<file path="config.mk">
export PLATFORM = sky130hd
export DESIGN_NAME = soc_bus_ctrl_flat
export DESIGN_NICKNAME = d
export VERILOG_FILES = /design/src/rtl/soc_pkg.sv /design/src/rtl/soc_bus_ctrl_if.sv /design/src/rtl/soc_bus_ctrl_reset_gen.sv /design/src/rtl/soc_bus_ctrl.sv /design/src/flat_wrapper.sv
export SDC_FILE = /design/constraint.sdc
export NUM_CORES = 1
export LEC_CHECK = 0
export ABC_AREA = 1
export BUFFER_PORTS_ARGS = -buffer_cell sky130_fd_sc_hd__buf_2
export CAP_MARGIN = 30
export CELL_PAD_IN_SITES_DETAIL_PLACEMENT = 1
export CELL_PAD_IN_SITES_GLOBAL_PLACEMENT = 2
export CORE_MARGIN = 3
export CORE_UTILIZATION = 23
export DETAILED_ROUTE_END_ITERATION = 10
export GPL_TIMING_DRIVEN = 1
export PLACE_DENSITY = 0.79
export SLEW_MARGIN = 25
export SYNTH_ARGS = -nofsm -noshare
export SYNTH_HDL_FRONTEND = slang
export SYNTH_SLANG_ARGS = --single-unit
export TNS_END_PERCENT = 1
</file>
<file path="constraint.sdc">
create_clock -name cpu_clk -period 1.6 [get_ports cpu_clk]
set_input_delay 0.4 -clock cpu_clk [delete_from_list [all_inputs] [get_ports cpu_clk]]
set_output_delay 0.4 -clock cpu_clk [all_outputs]
set_load 0.1 [all_outputs]
</file>
<file path="src/rtl/soc_pkg.sv">
// Shared types and constants for the SoC bus controller slice.
package soc_pkg;

  // Wait-state sequencer states
  typedef enum logic [1:0] {
    ST_IDLE = 2'd0,
    ST_WAIT = 2'd1,
    ST_HOLD = 2'd2
  } wait_state_t;

  // Region selects for the lower/upper halves of the address map
  localparam logic [1:0] REGION_ROM   = 2'd0;
  localparam logic [1:0] REGION_RAM   = 2'd1;
  localparam logic [1:0] REGION_VIDEO = 2'd2;

  // I/O port that holds the RAM page register unless overridden
  localparam logic [7:0] DEFAULT_BANK_PORT = 8'h00;

  // Width of the bank register; a single page still gets one bit
  function automatic int bank_width(input int num_banks);
    int w;
    w = $clog2(num_banks);
    return (w < 1) ? 1 : w;
  endfunction

  // Lower half reads come from ROM, lower half writes go to video,
  // upper half is banked RAM for both directions
  function automatic logic [1:0] region_of(input logic addr15, input logic is_write);
    if (addr15)
      return REGION_RAM;
    else if (is_write)
      return REGION_VIDEO;
    else
      return REGION_ROM;
  endfunction

endpackage

</file>
<file path="src/rtl/soc_bus_ctrl_if.sv">
// CPU bus plus memory/video side signals of the bus controller.
interface soc_bus_ctrl_if
  import soc_pkg::*;
#(
  parameter int ROM_AW    = 12,
  parameter int RAM_AW    = 12,
  parameter int NUM_BANKS = 4
) ();

  localparam int BANK_W = bank_width(NUM_BANKS);

  logic [15:0]             cpu_addr;
  logic [7:0]              cpu_dout;
  logic                    cpu_mreq_n;
  logic                    cpu_iorq_n;
  logic                    cpu_rd_n;
  logic                    cpu_wr_n;
  logic [7:0]              cpu_din;
  logic                    cpu_wait_n;
  logic                    cpu_reset_n;
  logic [ROM_AW-1:0]       rom_addr;
  logic [7:0]              rom_q;
  logic [BANK_W+RAM_AW-1:0] ram_addr;
  logic                    ram_we;
  logic [7:0]              ram_q;
  logic                    vid_we;
  logic [13:0]             vid_addr;
  logic [7:0]              vid_data;
  logic [BANK_W-1:0]       bank;

  // CPU and memory models side
  modport master (
    output cpu_addr, cpu_dout, cpu_mreq_n, cpu_iorq_n, cpu_rd_n, cpu_wr_n,
    output rom_q, ram_q,
    input  cpu_din, cpu_wait_n, cpu_reset_n,
    input  rom_addr, ram_addr, ram_we, vid_we, vid_addr, vid_data, bank
  );

  // Controller side
  modport slave (
    input  cpu_addr, cpu_dout, cpu_mreq_n, cpu_iorq_n, cpu_rd_n, cpu_wr_n,
    input  rom_q, ram_q,
    output cpu_din, cpu_wait_n, cpu_reset_n,
    output rom_addr, ram_addr, ram_we, vid_we, vid_addr, vid_data, bank
  );

endinterface

</file>
<file path="src/rtl/soc_bus_ctrl_reset_gen.sv">
// Holds the CPU in reset for a fixed number of clocks after system reset.
module soc_reset_gen #(
  parameter int RESET_CYCLES = 256
) (
  input  logic cpu_clk,
  input  logic reset,
  output logic cpu_reset_n
);

  localparam logic [15:0] LAST_COUNT = 16'(RESET_CYCLES - 1);

  logic [15:0] count_q;
  logic        done_q;

  // Count edges until the last one, then release the CPU and freeze
  always_ff @(posedge cpu_clk or posedge reset) begin
    if (reset) begin
      count_q <= '0;
      done_q  <= 1'b0;
    end else if (!done_q) begin
      count_q <= count_q + 16'd1;
      if (count_q == LAST_COUNT)
        done_q <= 1'b1;
    end
  end

  assign cpu_reset_n = done_q;

endmodule

</file>
<file path="src/rtl/soc_bus_ctrl.sv">
// Glue between an 8-bit CPU and its ROM, banked RAM and video memory:
// address decode, bank register, write strobes and read wait states.
module soc_bus_ctrl
  import soc_pkg::*;
#(
  parameter int         ROM_AW       = 12,
  parameter int         RAM_AW       = 12,
  parameter int         NUM_BANKS    = 4,
  parameter int         WAIT_CYCLES  = 1,
  parameter logic [7:0] BANK_PORT    = DEFAULT_BANK_PORT,
  parameter int         RESET_CYCLES = 256
) (
  input  logic          cpu_clk,
  input  logic          reset,
  soc_bus_ctrl_if.slave bus
);

  localparam int         BANK_W    = bank_width(NUM_BANKS);
  localparam bit         WAIT_EN   = (WAIT_CYCLES > 0);
  localparam logic [3:0] WAIT_LAST = 4'((WAIT_CYCLES > 0) ? WAIT_CYCLES - 1 : 0);

  logic              cpu_reset_n;
  logic              mem_rd;
  logic              mem_wr;
  logic              io_wr;
  logic              port_hit;
  logic              vid_cond;
  logic              bank_cond;
  logic              vid_prev_q;
  logic              bank_prev_q;
  logic              rd_prev_q;
  logic              rd_start;
  logic [BANK_W-1:0] bank_q;
  wait_state_t       state_q;
  wait_state_t       state_d;
  logic [3:0]        cnt_q;
  logic [3:0]        cnt_d;
  logic              unused_addr_bit;

  soc_reset_gen #(
    .RESET_CYCLES (RESET_CYCLES)
  ) u_reset_gen (
    .cpu_clk     (cpu_clk),
    .reset       (reset),
    .cpu_reset_n (cpu_reset_n)
  );

  assign mem_rd    = !bus.cpu_mreq_n && !bus.cpu_rd_n;
  assign mem_wr    = !bus.cpu_mreq_n && !bus.cpu_wr_n;
  assign io_wr     = !bus.cpu_iorq_n && !bus.cpu_wr_n;
  assign port_hit  = (bus.cpu_addr[7:0] == BANK_PORT);
  assign vid_cond  = mem_wr && (region_of(bus.cpu_addr[15], 1'b1) == REGION_VIDEO);
  assign bank_cond = io_wr && port_hit;
  assign rd_start  = mem_rd && !rd_prev_q;

  // Bit 14 only aliases inside the lower half; nothing decodes it
  assign unused_addr_bit = bus.cpu_addr[14];

  // Remember last cycle's strobe conditions for first-cycle detection
  always_ff @(posedge cpu_clk or posedge reset) begin
    if (reset) begin
      vid_prev_q  <= 1'b0;
      bank_prev_q <= 1'b0;
      rd_prev_q   <= 1'b0;
    end else begin
      vid_prev_q  <= vid_cond;
      bank_prev_q <= bank_cond;
      rd_prev_q   <= mem_rd;
    end
  end

  // Bank register loads once per I/O write strobe, only with the CPU running
  always_ff @(posedge cpu_clk or posedge reset) begin
    if (reset)
      bank_q <= '0;
    else if (cpu_reset_n && bank_cond && !bank_prev_q)
      bank_q <= bus.cpu_dout[BANK_W-1:0];
  end

  // Wait sequencer state and wait-cycle counter
  always_ff @(posedge cpu_clk or posedge reset) begin
    if (reset) begin
      state_q <= ST_IDLE;
      cnt_q   <= '0;
    end else begin
      state_q <= state_d;
      cnt_q   <= cnt_d;
    end
  end

  // Stretch the start of each memory read, then hold off until strobe release
  always_comb begin
    state_d = state_q;
    cnt_d   = cnt_q;
    case (state_q)
      ST_IDLE: begin
        if (WAIT_EN && rd_start) begin
          state_d = ST_WAIT;
          cnt_d   = '0;
        end
      end
      ST_WAIT: begin
        if (!mem_rd)
          state_d = ST_IDLE;
        else if (cnt_q == WAIT_LAST)
          state_d = ST_HOLD;
        else
          cnt_d = cnt_q + 4'd1;
      end
      ST_HOLD: begin
        if (!mem_rd)
          state_d = ST_IDLE;
      end
      default: state_d = ST_IDLE;
    endcase
    if (!cpu_reset_n)
      state_d = ST_IDLE;
  end

  // Read data mux: I/O space first, then ROM/RAM by address half
  always_comb begin
    bus.cpu_din = 8'hFF;
    if (!bus.cpu_iorq_n) begin
      if (port_hit)
        bus.cpu_din = 8'(bank_q);
    end else if (region_of(bus.cpu_addr[15], 1'b0) == REGION_RAM) begin
      bus.cpu_din = bus.ram_q;
    end else begin
      bus.cpu_din = bus.rom_q;
    end
  end

  assign bus.cpu_wait_n  = (state_q != ST_WAIT);
  assign bus.cpu_reset_n = cpu_reset_n;
  assign bus.rom_addr    = bus.cpu_addr[ROM_AW-1:0];
  assign bus.ram_addr    = {bank_q, bus.cpu_addr[RAM_AW-1:0]};
  assign bus.ram_we      = mem_wr && cpu_reset_n &&
                           (region_of(bus.cpu_addr[15], 1'b1) == REGION_RAM);
  assign bus.vid_we      = vid_cond && !vid_prev_q && cpu_reset_n;
  assign bus.vid_addr    = bus.cpu_addr[13:0];
  assign bus.vid_data    = bus.cpu_dout;
  assign bus.bank        = bank_q;

endmodule

</file>
<file path="src/flat_wrapper.sv">
// flat-port wrapper written by rule: the top's interface ports become plain ports
module soc_bus_ctrl_flat import soc_pkg::*;
#(
  parameter int         ROM_AW       = 12,
  parameter int         RAM_AW       = 12,
  parameter int         NUM_BANKS    = 4,
  parameter int         WAIT_CYCLES  = 1,
  parameter logic [7:0] BANK_PORT    = DEFAULT_BANK_PORT,
  parameter int         RESET_CYCLES = 256
)
  (cpu_clk, reset, bus_cpu_addr, bus_cpu_dout, bus_cpu_mreq_n, bus_cpu_iorq_n, bus_cpu_rd_n, bus_cpu_wr_n, bus_rom_q, bus_ram_q, bus_cpu_din, bus_cpu_wait_n, bus_cpu_reset_n, bus_rom_addr, bus_ram_addr, bus_ram_we, bus_vid_we, bus_vid_addr, bus_vid_data, bus_bank);
  soc_bus_ctrl_if #(.ROM_AW(ROM_AW), .RAM_AW(RAM_AW), .NUM_BANKS(NUM_BANKS)) bus_i ();
  input  logic cpu_clk;
  input  logic reset;
  input wire logic [$bits(bus_i.cpu_addr)-1:0] bus_cpu_addr;
  input wire logic [$bits(bus_i.cpu_dout)-1:0] bus_cpu_dout;
  input wire logic [$bits(bus_i.cpu_mreq_n)-1:0] bus_cpu_mreq_n;
  input wire logic [$bits(bus_i.cpu_iorq_n)-1:0] bus_cpu_iorq_n;
  input wire logic [$bits(bus_i.cpu_rd_n)-1:0] bus_cpu_rd_n;
  input wire logic [$bits(bus_i.cpu_wr_n)-1:0] bus_cpu_wr_n;
  input wire logic [$bits(bus_i.rom_q)-1:0] bus_rom_q;
  input wire logic [$bits(bus_i.ram_q)-1:0] bus_ram_q;
  output wire logic [$bits(bus_i.cpu_din)-1:0] bus_cpu_din;
  output wire logic [$bits(bus_i.cpu_wait_n)-1:0] bus_cpu_wait_n;
  output wire logic [$bits(bus_i.cpu_reset_n)-1:0] bus_cpu_reset_n;
  output wire logic [$bits(bus_i.rom_addr)-1:0] bus_rom_addr;
  output wire logic [$bits(bus_i.ram_addr)-1:0] bus_ram_addr;
  output wire logic [$bits(bus_i.ram_we)-1:0] bus_ram_we;
  output wire logic [$bits(bus_i.vid_we)-1:0] bus_vid_we;
  output wire logic [$bits(bus_i.vid_addr)-1:0] bus_vid_addr;
  output wire logic [$bits(bus_i.vid_data)-1:0] bus_vid_data;
  output wire logic [$bits(bus_i.bank)-1:0] bus_bank;
  assign bus_i.cpu_addr = bus_cpu_addr;
  assign bus_i.cpu_dout = bus_cpu_dout;
  assign bus_i.cpu_mreq_n = bus_cpu_mreq_n;
  assign bus_i.cpu_iorq_n = bus_cpu_iorq_n;
  assign bus_i.cpu_rd_n = bus_cpu_rd_n;
  assign bus_i.cpu_wr_n = bus_cpu_wr_n;
  assign bus_i.rom_q = bus_rom_q;
  assign bus_i.ram_q = bus_ram_q;
  assign bus_cpu_din = bus_i.cpu_din;
  assign bus_cpu_wait_n = bus_i.cpu_wait_n;
  assign bus_cpu_reset_n = bus_i.cpu_reset_n;
  assign bus_rom_addr = bus_i.rom_addr;
  assign bus_ram_addr = bus_i.ram_addr;
  assign bus_ram_we = bus_i.ram_we;
  assign bus_vid_we = bus_i.vid_we;
  assign bus_vid_addr = bus_i.vid_addr;
  assign bus_vid_data = bus_i.vid_data;
  assign bus_bank = bus_i.bank;
  soc_bus_ctrl #(.ROM_AW(ROM_AW), .RAM_AW(RAM_AW), .NUM_BANKS(NUM_BANKS), .WAIT_CYCLES(WAIT_CYCLES), .BANK_PORT(BANK_PORT), .RESET_CYCLES(RESET_CYCLES)) u_core (.cpu_clk(cpu_clk), .reset(reset), .bus(bus_i));
endmodule
</file>
# [Word-level counts from Yosys, hierarchy flattened]
# Index checks and enable logic that the tools add are counted.
[word_totals] regBits=28 input_bits=46 out_inout_bits=62
[op_classes] addsub=2 eq_ne=13 mux=18 n_reduce_logical=25
[ops] cell="two-way mux 8 bit" count=3
[ops] cell="adder 16 x 1 -> 16 bit (second input constant)" count=1
[ops] cell="== test 16 x 8 -> 1 bit (second input constant)" count=1
[ops] cell="two-way mux 2 bit" count=7
[ops] cell="logical AND 1 bit" count=12
[ops] cell="two-way mux 4 bit" count=3
[ops] cell="logical NOT 8 bit" count=1
[ops] cell="one-hot mux 4 bit (2 select lines)" count=1
[ops] cell="logical NOT 1 bit" count=7
[ops] cell="== test 2 x 1 -> 1 bit (second input constant)" count=3
[ops] cell="!= test 2 x 1 -> 1 bit (second input constant)" count=3
[ops] cell="one-hot mux 2 bit (3 select lines)" count=1
[ops] cell="adder 4 x 1 -> 4 bit (second input constant)" count=1
[ops] cell="== test 2 bit (second input constant)" count=2
[ops] cell="logical NOT 4 bit" count=1
[ops] cell="!= test 4 bit (second input constant)" count=1
[ops] cell="AND reduction 4 bit" count=1
[ops] cell="two-way mux 1 bit" count=3
[ops] cell="!= test 3 x 2 -> 1 bit (second input constant)" count=1
[ops] cell="!= test 3 bit (second input constant)" count=1
[ops] cell="AND reduction 3 bit" count=1
[ops] cell="logical NOT 2 bit" count=1
[ops] cell="!= test 2 bit (second input constant)" count=1
[ops] cell="nonzero test 2 bit" count=1

# [Depth between registers and ports, before layout]
[logic_depth] ltp_word=6 ltp_mapped=8

# [By module]
# A second synthesis with hierarchy kept.
[hier_totals] cells_unflattened=281 hier_area_um2=2102.0
[modules_own_cells] mod="soc_bus_ctrl" instances=1 cells_each=165 area_each_um2=1142.3 seq_area_each_um2=275.3
[modules_own_cells] mod="soc_reset_gen" instances=1 cells_each=116 area_each_um2=959.7 seq_area_each_um2=425.4

# [Least setup slack after synthesis]
# OpenSTA, ideal clock, no wires.
[synth_timing] path_type="flip-flop to output port" from="register u_core.u_reset_gen.done_q (netlist: u_core.u_reset_gen.cpu_reset_n)" to="output bus_vid_we" t_arrival_ps=4036 setup_slack_ps=-2836 stages_incl_launch_ff=3 cell_sequence="dfrtp_1 -> inv_4 -> nor4_1"
[synth_via] elab_chain_len=1
[synth_lines] element="start: declaration" line_no="soc_bus_ctrl_reset_gen.sv:13" rtl="logic done_q;"
[synth_lines] element="start signal: assignment" line_no="soc_bus_ctrl_reset_gen.sv:19" rtl="done_q <= 1'b0;"
[synth_lines] element="start signal: assignment" line_no="soc_bus_ctrl_reset_gen.sv:23" rtl="done_q <= 1'b1;"
[synth_lines] element="logical AND 1 bit" line_no="soc_bus_ctrl.sv:139" rtl="assign bus.vid_we = vid_cond && !vid_prev_q && cpu_reset_n;"
[synth_lines] element="end: declaration" line_no="flat_wrapper.sv:29" rtl="output wire logic [$bits(bus_i.vid_we)-1:0] bus_vid_we;"
# No other way between the ends.

# [Worst setup path in the final report]
[layout_timing] from="input bus_cpu_addr[5]" to="output bus_cpu_din[6]"
[layout_via] elab_chain_len=3
[layout_lines] element="start: declaration" line_no="flat_wrapper.sv:15" rtl="input wire logic [$bits(bus_i.cpu_addr)-1:0] bus_cpu_addr;"
[layout_lines] element="logical NOT 8 bit" line_no="soc_bus_ctrl.sv:51" rtl="assign port_hit = (bus.cpu_addr[7:0] == BANK_PORT);"
[layout_lines] element="two-way mux 8 bit" line_no="soc_bus_ctrl.sv:124" rtl="if (port_hit)"
[layout_lines] element="two-way mux 8 bit" line_no="soc_bus_ctrl.sv:123" rtl="if (!bus.cpu_iorq_n) begin"
[layout_lines] element="end: declaration" line_no="flat_wrapper.sv:23" rtl="output wire logic [$bits(bus_i.cpu_din)-1:0] bus_cpu_din;"
# No other way between the ends.

==> results by group <==
Outcome
  – Status: finished with violations
  – Failing checks: negative setup slack

Routing
  – # DRC: 0
  – Routed wire length per instance: between 10 and 15 um
  – Drt first pass iters: 3
  – Post-route antenna net violation count: 0
  – Vias per cell: 4.233
  – Final WL: approximately 5400 um
  – Iter 0 DRT Violations: 46
  – Via count: 1744

Clocking
  – Worst-path clk slew: approximately 100 ps
  – Clk root buf: clkbuf_8
  – CTS Buf Count: 3
  – Clk buf depth: 2
  – CTS tree: built
  – Clk sinks: 28
  – Clock Latency Late Sink: 280 ps
  – Hold-fix buffers, CTS: 0
  – H-tree depth: 1

Logic synthesis
  – Largest cells by area after synthesis: dfrtp_1, buf_4, nand2_1
  – Part of the Yosys area used for sequential elements: 0.3522
  – Cell taking the most area after synthesis: dfrtp_1
  – Yosys warns: 0
  – Async SR Flop Fraction: 1.000
  – Synth Area in Compound Gates: 0.07673
  – Cell with the most instances after synthesis: buf_4
  – Mux share of post-synthesis cell area: 0
  – Post-synth top cells: buf_4, nand2_1, inv_1, nor2_1, dfrtp_1
  – Post-synth top area share: 0.3522
  – Seq cells post-synth: 28
  – EDFF count, synth: 0
  – Adder-Cell Fraction of Synth Area: 0.01887
  – Syn Area/Cell: ~7.7 um^2
  – Mapped cell area: between 1500 and 2000 um^2
  – Post-synthesis simple-gate area fraction: 0.2597
  – Mapped Cells: between 200 and 300
  – Yosys cell types: 26
  – Synth Net Count: around 310
  – XOR/XNOR Fraction of Synth Area: 0.04403
  – Predominant post-synthesis flop cell: dfrtp_1
  – Largest family of logic cells by synthesized area: simple AND/OR/NAND/NOR gates

Placement
  – Setup WS pre-CTS: -359.5 ps
  – DP Wirelength: roughly 4500 um
  – Port bufs: 74
  – Placer Congestion: about 0.73
  – Cell count after placement: slightly above 400
  – DP Area: 2892 um^2

STA
  – Fmax achieved: around 0.59 GHz
  – Final period util: 1.057
  – Final Max Tran Viols: 0
  – Pin slew with the least headroom to its limit: about 500 ps
  – Post-route minimum period: about 1700 ps
  – Unrepaired setup endpoints after global routing: true
  – Worst setup margin: -91.84 ps
  – Fin. Hold Viols: 0
  – Clock Skews: between 7 and 8 ps
  – Relative slew slack: 0.6611
  – Endpoints failing setup: 10

Critical path
  – CP startpoint kind: primary input
  – Crit path arrival time: about 1300 ps
  – Kind of critical path: in2out
  – Critical path peak fanout: 6
  – Critical path capture point type: output port
  – Worst Path Required: approximately 1200 ps

Hold path
  – Worst hold path class: in2async

Die
  – Die height: roughly 99 um
  – Die width: about 99 um
  – Die ar.: slightly below 10000 um^2
  – Initial Utilization: 0.2397
  – Core area: just over 8000 um^2
  – Std cell rows: 33
  – IO Pins: about 110

GRT
  – GR Layer Usage met2: 0.2200
  – Largest net degree at the start of global routing: 29
  – Initial antenna violation count: 0
  – First-pass GRT wire length: 9004 um
  – Met3 GRT Util: 0.02123
  – Busiest metal layer after global routing: met2
  – GRT Util Overall: 0.1110
  – Global Route met1 Usage: 0.1209
  – Vias in the first global route: about 1900
  – Grt total ovfl: 0

Cells and area
  – Final instance area: 3134 um^2
  – Post-Layout Cell Count: slightly above 400
  – Share of cells above drive strength 1: 0.4560
  – Ant diodes: 0
  – Final-stage net count: between 300 and 400
  – Fillers: roughly 970
  – Layout area overhead: 57.55%
  – Core Util, Final: 0.3777

Job
  – Max-cap violations: 0

Power
  – Sequential Power Share: 0.343
  – Power share of the clock group: 0.275
  – Worst IR Drop VDD: between 0.3 and 0.4 mV
  – Int Power: between 1 and 1.5 mW
  – Power per Cell Area: ~660 nW/um^2
  – Psw: between 700 and 800 uW
  – Net Sw Frac: 0.3589
  – Leak: ~1.5 nW
  – Logic pwr share: 0.383
[stage by stage]
| step | total power, mW | hold WS (ps) | setup TNS, ps |
|---|---|---|---|
| 2_1_floorplan | 1.442 | 462.2 | -4758 |
| 3_3_place_gp | 1.472 | 481.2 | -2110 |
| 3_5_place_dp | 1.480 | 496.3 | -2347 |
| 4_1_cts | 2.083 | 180.6 | -1023 |
| 5_1_grt | 2.151 | 208.2 | -1343 |
| 6_report | 2.073 | 169.0 | -691.7 |
[worst paths after layout]
path	from	depth (start not counted)	endpoint	slack [ps]
worst min-delay path	reset	3	u_core.u_reset_gen.count_q[1]$_DFFE_PP0N_	170
max in group asynchronous	reset	3	u_core.u_reset_gen.cpu_reset_n$_DFF_PP0_	1120
min in group cpu_clk	bus_cpu_rd_n	2	u_core.rd_prev_q$_DFF_PP0_	300
worst max-delay path	bus_cpu_addr[5]	9	bus_cpu_din[6]	-90
worst min register to register	u_core.u_reset_gen.count_q[2]$_DFFE_PP0N_	1	u_core.u_reset_gen.count_q[2]$_DFFE_PP0N_	510
worst max register to register	u_core.u_reset_gen.count_q[0]$_DFFE_PP0N_	8	u_core.u_reset_gen.count_q[14]$_DFFE_PP0N_	200
[cell type report]
class | count | area [um^2] | share of cell area
Timing Repair Buffer | 94 | 1172 | 0.3741
Clock buffer | 3 | 41.29 | 0.01317
Sequential cell | 28 | 704.4 | 0.2248
Multi-Input combinational cell | 148 | 922.1 | 0.2942
Clock inverter | 1 | 30.03 | 0.009581
Tap cell | 105 | 131.4 | 0.04192
Inverter | 33 | 132.6 | 0.04232
[layer usage]
| metal | vias up | share of wire |
|---|---|---|
| li1 | 856 | - |
| met1 | 829 | 0.37 |
| met2 | 49 | 0.55 |
| met3 | 10 | 0.058 |
| met4 | 0 | 0.017 |
| met5 | - | 0 |
[timing repair]
action | CTS | global route
hold endpoints to repair | 0 | 0
gates resized for setup | 26 | 16
buffers inserted | 0 | 2
pin swaps | 8 | 4
setup endpoints to repair | 10 | 10
[power groups by stage]
stage / registers [mW] / clock network, mW / logic (mW)
2_1_floorplan: 0.724 / 0 / 0.718
3_3_place_gp: 0.724 / 0 / 0.748
3_5_place_dp: 0.725 / 0 / 0.755
4_1_cts: 0.711 / 0.588 / 0.784
5_1_grt: 0.711 / 0.618 / 0.822
6_report: 0.710 / 0.569 / 0.793
[logic make-up after synthesis]
logic type      after synthesis
simple gates                105
compound gates               30
fa+ha+maj                     3
xor+xnor                     10
buf+inv                      83
flops                        28
[worst max-delay path: stages]
cell	delay [ps]
buf_8	100
nor2_4	100
nand2_2	70
nor2_4	120
inv_2	60
nand2_2	70
buf_12	130
o21ai_2	70
buf_12	170
[registers in the layout, indices dropped and copies added (netlist names)]
signal	flops
u_core.cnt_q	4
u_core.bus.bank	2
u_core.bank_prev_q	1
u_core.u_reset_gen.count_q	16
u_core.u_reset_gen.cpu_reset_n	1
u_core.rd_prev_q	1
u_core.vid_prev_q	1
u_core.state_q	2
[layout by cell type, fill, tap and decap left out, types with 4 or more instances in the layout]
master / n
dfrtp_1: 27
buf_12: 40
xor2_1: 7
nand2_1: 36
nand4_1: 7
nor2_1: 24
o21ai_0: 11
buf_4: 18
buf_6: 5
o21ai_2: 6
nand3_1: 7
nand2_2: 8
nor2_4: 11
a21oi_1: 7
nor2_2: 4
inv_1: 29
buf_2: 27
No activity file was read; power rests on OpenSTA's default activity.
